File: src/rtl/move_button_conditioner.sv
// Button conditioner for the reversi cursor: sync, debounce, press one-shot,
// optional hold auto-repeat, and a priority-encoded one-hot move pulse.
module move_button_conditioner #(
    parameter int DEBOUNCE_CYCLES = 250000,
    parameter bit REPEAT_EN       = 1'b1,
    parameter int REPEAT_DELAY    = 25000000,
    parameter int REPEAT_PERIOD   = 10000000
) (
    input  logic       clk,
    input  logic       reset,
    input  logic [3:0] key_n,
    output logic       moveRightEn,
    output logic       moveLeftEn,
    output logic       moveUpEn,
    output logic       moveDownEn,
    output logic [3:0] keyHeld
);

    localparam int CW   = (DEBOUNCE_CYCLES > 1) ? $clog2(DEBOUNCE_CYCLES) : 1;
    localparam int TMAX = (REPEAT_DELAY > REPEAT_PERIOD) ? REPEAT_DELAY : REPEAT_PERIOD;
    localparam int TW   = (TMAX > 1) ? $clog2(TMAX) : 1;

    localparam logic [CW-1:0] CNT_LAST = CW'(DEBOUNCE_CYCLES - 1);
    localparam logic [TW-1:0] DLY_LAST = TW'(REPEAT_DELAY - 1);
    localparam logic [TW-1:0] PER_LAST = TW'(REPEAT_PERIOD - 1);

    typedef enum logic [1:0] {
        ST_IDLE,
        ST_DELAY,
        ST_REPEAT
    } rpt_state_e;

    logic [3:0]    sync1_q, sync1_d;
    logic [3:0]    sync2_q, sync2_d;
    logic [3:0]    key_s;
    logic [3:0]    held_q, held_d;
    logic [CW-1:0] cnt_q [4];
    logic [CW-1:0] cnt_d [4];
    rpt_state_e    state_q [4];
    rpt_state_e    state_d [4];
    logic [TW-1:0] tmr_q [4];
    logic [TW-1:0] tmr_d [4];
    logic [3:0]    req;
    logic [3:0]    move_q, move_d;

    always_ff @(posedge clk) begin
        if (reset) begin
            sync1_q <= 4'hF;
            sync2_q <= 4'hF;
            held_q  <= '0;
            move_q  <= '0;
            for (int i = 0; i < 4; i++) begin
                cnt_q[i]   <= '0;
                tmr_q[i]   <= '0;
                state_q[i] <= ST_IDLE;
            end
        end else begin
            sync1_q <= sync1_d;
            sync2_q <= sync2_d;
            held_q  <= held_d;
            move_q  <= move_d;
            for (int i = 0; i < 4; i++) begin
                cnt_q[i]   <= cnt_d[i];
                tmr_q[i]   <= tmr_d[i];
                state_q[i] <= state_d[i];
            end
        end
    end

    // Synchroniser output is inverted so 1 means pressed from here on.
    assign key_s = ~sync2_q;

    always_comb begin
        sync1_d = key_n;
        sync2_d = sync1_q;
        held_d  = held_q;
        for (int i = 0; i < 4; i++) begin
            cnt_d[i] = '0;
            if (key_s[i] != held_q[i]) begin
                if (cnt_q[i] == CNT_LAST) begin
                    held_d[i] = key_s[i];
                end else begin
                    cnt_d[i] = cnt_q[i] + CW'(1);
                end
            end
        end
    end

    always_comb begin
        req = '0;
        for (int i = 0; i < 4; i++) begin
            state_d[i] = state_q[i];
            tmr_d[i]   = tmr_q[i];
            if (!held_q[i]) begin
                state_d[i] = ST_IDLE;
                tmr_d[i]   = '0;
            end else begin
                unique case (state_q[i])
                    ST_IDLE: begin
                        req[i]     = 1'b1;
                        tmr_d[i]   = '0;
                        state_d[i] = ST_DELAY;
                    end
                    ST_DELAY: begin
                        if (!REPEAT_EN) begin
                            tmr_d[i] = '0;
                        end else if (tmr_q[i] == DLY_LAST) begin
                            req[i]     = 1'b1;
                            tmr_d[i]   = '0;
                            state_d[i] = ST_REPEAT;
                        end else begin
                            tmr_d[i] = tmr_q[i] + TW'(1);
                        end
                    end
                    ST_REPEAT: begin
                        if (tmr_q[i] == PER_LAST) begin
                            req[i]   = 1'b1;
                            tmr_d[i] = '0;
                        end else begin
                            tmr_d[i] = tmr_q[i] + TW'(1);
                        end
                    end
                    default: begin
                        state_d[i] = ST_IDLE;
                        tmr_d[i]   = '0;
                    end
                endcase
            end
        end
    end

    // Losing requests are dropped outright; their timers keep running.
    always_comb begin
        move_d = '0;
        if (req[0]) begin
            move_d = 4'b0001;
        end else if (req[1]) begin
            move_d = 4'b0010;
        end else if (req[2]) begin
            move_d = 4'b0100;
        end else if (req[3]) begin
            move_d = 4'b1000;
        end
    end

    assign moveRightEn = move_q[0];
    assign moveLeftEn  = move_q[1];
    assign moveUpEn    = move_q[2];
    assign moveDownEn  = move_q[3];
    assign keyHeld     = held_q;

endmodule

File: config.mk
export PLATFORM = sky130hd
export DESIGN_NAME = move_button_conditioner
export DESIGN_NICKNAME = d
export VERILOG_FILES = /design/src/rtl/move_button_conditioner.sv
export SDC_FILE = /design/constraint.sdc
export NUM_CORES = 1
export LEC_CHECK = 0
export ABC_AREA = 1
export CORE_AREA = 2 2 146 148
export CTS_BUF_LIST = sky130_fd_sc_hd__clkbuf_8
export CTS_CLUSTER_DIAMETER = 40
export CTS_CLUSTER_SIZE = 14
export DETAILED_ROUTE_END_ITERATION = 8
export DIE_AREA = 0 0 148 150
export GPL_ROUTABILITY_DRIVEN = 0
export PLACE_DENSITY = 0.76
export RECOVER_POWER = 100
export SLEW_MARGIN = 20
export SYNTH_ARGS = -nofsm -noshare
export SYNTH_HDL_FRONTEND = slang
export SYNTH_SLANG_ARGS = --single-unit
File: constraint.sdc
create_clock -name clk -period 1.84 [get_ports clk]
set_clock_uncertainty 0.15 [all_clocks]
set_input_delay 0.368 -clock clk [delete_from_list [all_inputs] [get_ports clk]]
set_output_delay 0.368 -clock clk [all_outputs]
set_load 0.03 [all_outputs]
### Yosys cells after proc, flatten, opt, wreduce, memory -nomap -nowiden

Memories as Yosys holds them, arrays and structs flattened.
Index checks and enable logic that the tools add are counted.

| storage, ports and cells | value |
|---|---|
| bits in registers | 16 |
| RAM bits | 180 |
| input port bits | 6 |
| word-level logic and storage cells | 140 |
| memories | 3 |

Memories:

| name | depth | width | rd ports | clocked after Yosys merged registers in | wr ports | line | RTL |
|---|---|---|---|---|---|---|---|
| tmr_q | 4 | 25 | 4 | 0 | 4 | 41 | `logic [TW-1:0] tmr_q [4];` |
| cnt_q | 4 | 18 | 4 | 0 | 4 | 37 | `logic [CW-1:0] cnt_q [4];` |
| state_q | 4 | 2 | 4 | 0 | 4 | 39 | `rpt_state_e state_q [4];` |

| operators by class | value |
|---|---|
| $add $sub $neg | 8 |
| equal/unequal tests | 24 |
| multiplexer cells | 71 |
| bitwise operators | 13 |
| reductions and logical operators | 11 |

Operators by type and width:

| kind | number |
|---|---|
| 25-bit two-way mux | 16 |
| 18-bit two-way mux | 12 |
| 25-bit one-hot mux with 2 select lines | 4 |
| 25-bit by 1-bit adder with 25-bit output (second input constant) | 4 |
| 25-bit by 24-bit equality test with 1-bit output (second input constant) | 4 |
| 25-bit equality test (second input constant) | 4 |
| 18-bit by 1-bit adder with 18-bit output (second input constant) | 4 |
| 18-bit equality test (second input constant) | 4 |
| 2-bit two-way mux | 13 |
| 2-bit one-hot mux with 3 select lines | 4 |
| 1-bit two-way mux | 16 |
| 1-bit bitwise OR | 12 |
| 1-bit one-hot mux with 3 select lines | 4 |
| 2-bit by 1-bit equality test with 1-bit output (second input constant) | 4 |
| 2-bit equality test (second input constant) | 4 |
| 2-bit zero test | 4 |
| 2-bit AND reduction | 4 |
| 4-bit two-way mux | 1 |
| 1-bit != test | 4 |
| 4-bit inverter | 1 |
| 4-bit OR reduction | 1 |
| 3-bit two-way mux | 1 |
| 3-bit OR reduction | 1 |
| 2-bit OR reduction | 1 |

### Logic depth before layout (Yosys ltp)

An unclocked memory read counts as a cell.

| depth | value |
|---|---|
| depth in word-level cells | 9 |
| gate-level depth with buffers | 11 |
| gate-level depth less buffers | 11 |

### Worst setup path after synthesis

No wires, ideal clock.

| timing | value |
|---|---|
| path kind | register to register |
| start | memory cnt_q[0][0] (netlist bit) |
| end | memory cnt_q[0][7] (netlist bit) |
| setup time | 122 ps |
| arrival time | 1446 ps |
| data required time | 1568 ps |
| setup slack | 122 ps |
| stages on the path, launching flop included | 11 |
| buffers on the path | 1 |
| clock period less this slack | 1718 ps |
| path through | dfxtp_1 > ha_1 > nand2_1 > nor2_2 > inv_1 > or2_1 > nor2_1 > a21oi_2 > inv_2 > buf_6 > nor3_1 |

RTL lines:

| element | line |
|---|---|
| start, declared | 37 |

==> results.yml <==
die:
  floorplan.rows: 53
  die-area_um2: 22200
  dieWidth_um: 148
  ports: 14
  die_height_um: 150
  floorplan.initialDensity_pct: 49.0
  design.core.area_um2: 20700
power_and_ir_drop:
  p_leak_uw: 0.00449
  switching_power_as_a_share_of_total_power_pct: 20.2
  cell_internal_pwr_uw: 5930
  sequential_share_of_power_pct: 57.2
  share_comb_of_total_power_pct: 1.0
  worst_ir_drop_vdd_mv: 0.447
  clockPowerShare_pct: 41.8
  total_switching_power_uw: 1500
  ratio_of_total_power_to_cell_area_nw_per_um2: 603
clock_network:
  clk_latency_ns: 0.46
  max_buffers_root_to_sink: 2
  numCtsBuffers: 17
  cts_max_level: 4
  cts_tree: "built"
  cts.sink_count: 196
  cts_root_buffer: "sky130_fd_sc_hd__clkbuf_8"
  clkTransAtPathRegs_ns: 0.09
critical_path:
  reg2reg_setup_slack_ns: -0.03
  worstSetupStartpointType: "flip-flop"
  crit_arrival_ns: 2.08
  setup.worst_path.end_class: "flip-flop"
  path_max_fanout: 6
  required_time_reported_for_the_critical_path_endpoint_ns: 2.04
  worstReg2RegStart: "tmr_q[3][1]"
  worst-r2r-cell-count: 11
  worst_reg2reg_endpoint: "tmr_q[3][20]"
  timing_worst_setup_path_type: "reg -> reg"
final_layout:
  final_util_pct: 59.5
  fraction_of_layout_instances_using_a_drive_strength_above_1_pct: 18.4
  final_net_count: 1597
  area_added_between_synthesis_and_finish_pct: 21.5
  antenna_cells_inserted: 0
drt:
  avgRoutedWirePerCell_um: 12.4
  drt_iter0_drc: 621
  route.vias.total: 9316
  post-route-drc-count: 0
  routed_via_density: 5.04
  antenna_left: 0
  drt_pre_antenna_iters: 5
  postRouteWirelength_mm: 22.9
min_path:
  timing.hold.worst.class: "reg -> reg"
  hold_path_startpoint: "sync1_q[0]"
  endpoint_of_the_worst_hold_path: "sync2_q[0]"
  worstHoldPathCells: 1
synth:
  synth.distinct_cells: 44
  synth.net_count: 1490
  synthFlopType: "sky130_fd_sc_hd__dfxtp_1"
  synth-edff-count: 0
  register_area_share_after_synthesis_pct: 38.7
  synth-warning-count: 0
  synth.avg_cell_area_um2: 6.97
  syn-instance-count: 1455
  cell_area_after_synthesis_um2: 10100
  synth-seq-cells: 196
  synthArstFlopShare_pct: 0
timing:
  maxClockFrequency_ghz: 0.534
  rsz_0062_raised_after_global_routing: "yes"
  layout_setup_ws_ns: -0.0341
  final-setup-viol-count: 13
  timing.final.crit_period_ns: 1.87
  report.final.slew_viol_count: 0
  finalHoldViolations: 0
  worst_hold_slack_ns: 0.275
  worst_slew_margin_rel_pct: 70.6
  tightest_slew_ns: 0.438
  layout_worst_path_cycle_share_pct: 102
place:
  place_worst_setup_slack_ns: -0.325
  place.detailed.hpwl_mm: 15.6
  port-buffer-count: 13
grt:
  grt_overflow_total: 0
  first_pass_grt_wire_length_mm: 36.2
  grt_antenna_before_repair: 0
  grtUsageTotal_pct: 19.3
  via_count_of_the_first_global_routing_pass: 8245
  grt_start_max_net_pins: 25
run_status:
  failed_checks: "setup timing"
  status: "complete, but fails checks"
flow_run:
  max_cap_violations: 0
==> power by group through the flow <==
stage | registers [µW] | logic, µW | clock network (µW)
5_1_grt | 4250 | 82.9 | 3350
3_3_place_gp | 4350 | 71.3 | 0
2_1_floorplan | 4350 | 35.4 | 0
3_5_place_dp | 4350 | 72.8 | 0
4_1_cts | 4250 | 73.4 | 3170
6_report | 4250 | 73.9 | 3110
==> cells in the mapped netlist, types with 4 or more instances <==
cell type	n	share of area (%)
sky130_fd_sc_hd__nand2_2	10	0.62
sky130_fd_sc_hd__nor2_1	287	11
sky130_fd_sc_hd__buf_6	7	0.78
sky130_fd_sc_hd__buf_4	5	0.37
sky130_fd_sc_hd__xor2_1	68	5.9
sky130_fd_sc_hd__nand2_1	282	10
sky130_fd_sc_hd__o21ai_0	32	1.6
sky130_fd_sc_hd__nand4_1	32	2.0
sky130_fd_sc_hd__nor2_2	18	1.1
sky130_fd_sc_hd__nand3_1	82	4.0
sky130_fd_sc_hd__nor3_2	9	0.89
sky130_fd_sc_hd__nor3b_1	12	0.89
sky130_fd_sc_hd__nor3_1	66	3.3
sky130_fd_sc_hd__a21oi_1	40	2.0
sky130_fd_sc_hd__nor4_1	10	0.62
sky130_fd_sc_hd__or2_2	11	0.68
sky130_fd_sc_hd__ha_1	29	3.6
sky130_fd_sc_hd__inv_1	201	7.4
sky130_fd_sc_hd__dfxtp_1	196	39
sky130_fd_sc_hd__inv_2	4	0.15
sky130_fd_sc_hd__nand3b_1	4	0.30
sky130_fd_sc_hd__xnor2_1	11	0.95
sky130_fd_sc_hd__nand3_2	5	0.49
==> metrics by stage <==
| step | setup TNS [ns] | cell area, µm² | std cells | total power [µW] |
|---|---|---|---|---|
| floorplan | 0 | 10100 | 1455 | 4390 |
| global placement | -26.50 | 11000 | 1792 | 4420 |
| detailed placement | -31.76 | 11000 | 1792 | 4430 |
| CTS | 0 | 11600 | 1827 | 7500 |
| global route | -5.04 | 12300 | 1850 | 7690 |
| finish | -0.279 | 12300 | 1850 | 7430 |
==> how the worst max path moves through the flow <==
| stage | from | endpoint | slack [ns] | cells after the start |
|---|---|---|---|---|
| final | tmr_q[3][1] | tmr_q[3][20] | -0.03 | 11 |
| after CTS | tmr_q[2][0] | tmr_q[2][22] | 0.0009 | 11 |
| after floorplan | cnt_q[0][0] | cnt_q[0][7] | 0.12 | 10 |
| after detailed placement | reset | cnt_q[0][2] | -0.33 | 7 |
| after global placement | reset | cnt_q[0][10] | -0.31 | 8 |
| after global routing | tmr_q[3][1] | tmr_q[3][4] | -0.15 | 11 |
==> cells in the final DEF (no fill, tap or decap), types with 12 or more instances in the layout <==
| master | synthesis | layout |
|---|---|---|
| sky130_fd_sc_hd__clkbuf_8 | 0 | 22 |
| sky130_fd_sc_hd__buf_4 | 5 | 72 |
| sky130_fd_sc_hd__nor2_1 | 287 | 258 |
| sky130_fd_sc_hd__nand4_1 | 32 | 32 |
| sky130_fd_sc_hd__nor2_4 | 3 | 20 |
| sky130_fd_sc_hd__nand2_1 | 282 | 262 |
| sky130_fd_sc_hd__nand3_1 | 82 | 71 |
| sky130_fd_sc_hd__dfxtp_2 | 0 | 22 |
| sky130_fd_sc_hd__nand3_2 | 5 | 12 |
| sky130_fd_sc_hd__nor2_2 | 18 | 30 |
| sky130_fd_sc_hd__nand2_4 | 1 | 12 |
| sky130_fd_sc_hd__dfxtp_1 | 196 | 171 |
| sky130_fd_sc_hd__nor3_1 | 66 | 64 |
| sky130_fd_sc_hd__xor2_1 | 68 | 68 |
| sky130_fd_sc_hd__a21oi_1 | 40 | 39 |
| sky130_fd_sc_hd__nand2_2 | 10 | 19 |
| sky130_fd_sc_hd__o21ai_0 | 32 | 28 |
| sky130_fd_sc_hd__inv_1 | 201 | 200 |
| sky130_fd_sc_hd__ha_1 | 29 | 22 |
==> area by class of cell <==
class	count	area, µm²
tap	275	344
inverter	205	772
fill	1866	8370
timing repair buffer	104	957
multi-input combinational	1038	5830
clock buffer	22	303
clock inverter	10	154
sequential	196	3960
==> what timing repair did <==
action | 4_1_cts | 5_1_grt
setup endpoints to repair | 74 | 183
cloned | 0 | 7
pin swaps | 6 | 32
resized for setup | 27 | 154
buffers inserted | 3 | 16
hold buffers | 0 | 0
==> per-layer routing <==
layer	wire [µm]	up-vias	track usage [%]
met5	0	-	0
met3	1070	39	2.65
met4	471	0	6.76
li1	-	4791	-
met1	10300	4230	25.8
met2	11000	256	32.1
==> cell families after synthesis <==
logic type	Yosys count	share of synthesized area [%]
and+or+nand+nor	839	37.1
buffers and inverters	221	8.92
DFF	196	38.7
AOI/OAI and AO/OA	91	4.89
xor gates and xnor gates	79	6.82
adders and majority gates	29	3.58
==> worst max-delay path: stages (launching register included) <==
cell and delay [ns]:
sky130_fd_sc_hd__dfxtp_2 0.36, sky130_fd_sc_hd__ha_4 0.15, sky130_fd_sc_hd__nand2_4 0.05, sky130_fd_sc_hd__nor2_4 0.16
sky130_fd_sc_hd__nand2_2 0.09, sky130_fd_sc_hd__nor2_1 0.11, sky130_fd_sc_hd__nand2_1 0.10, sky130_fd_sc_hd__nor2_2 0.16
sky130_fd_sc_hd__nand2_4 0.07, sky130_fd_sc_hd__nand3_4 0.14, sky130_fd_sc_hd__clkbuf_16 0.18, sky130_fd_sc_hd__nor2_2 0.03
==> flip-flops by register name, summed over array words and instances (netlist names) <==
register and flops:
cnt_q 72, sync2_q 4, keyHeld 4, tmr_q 100, state_q 8, move_q 4, sync1_q 4
(Power assumes the default switching activity.)
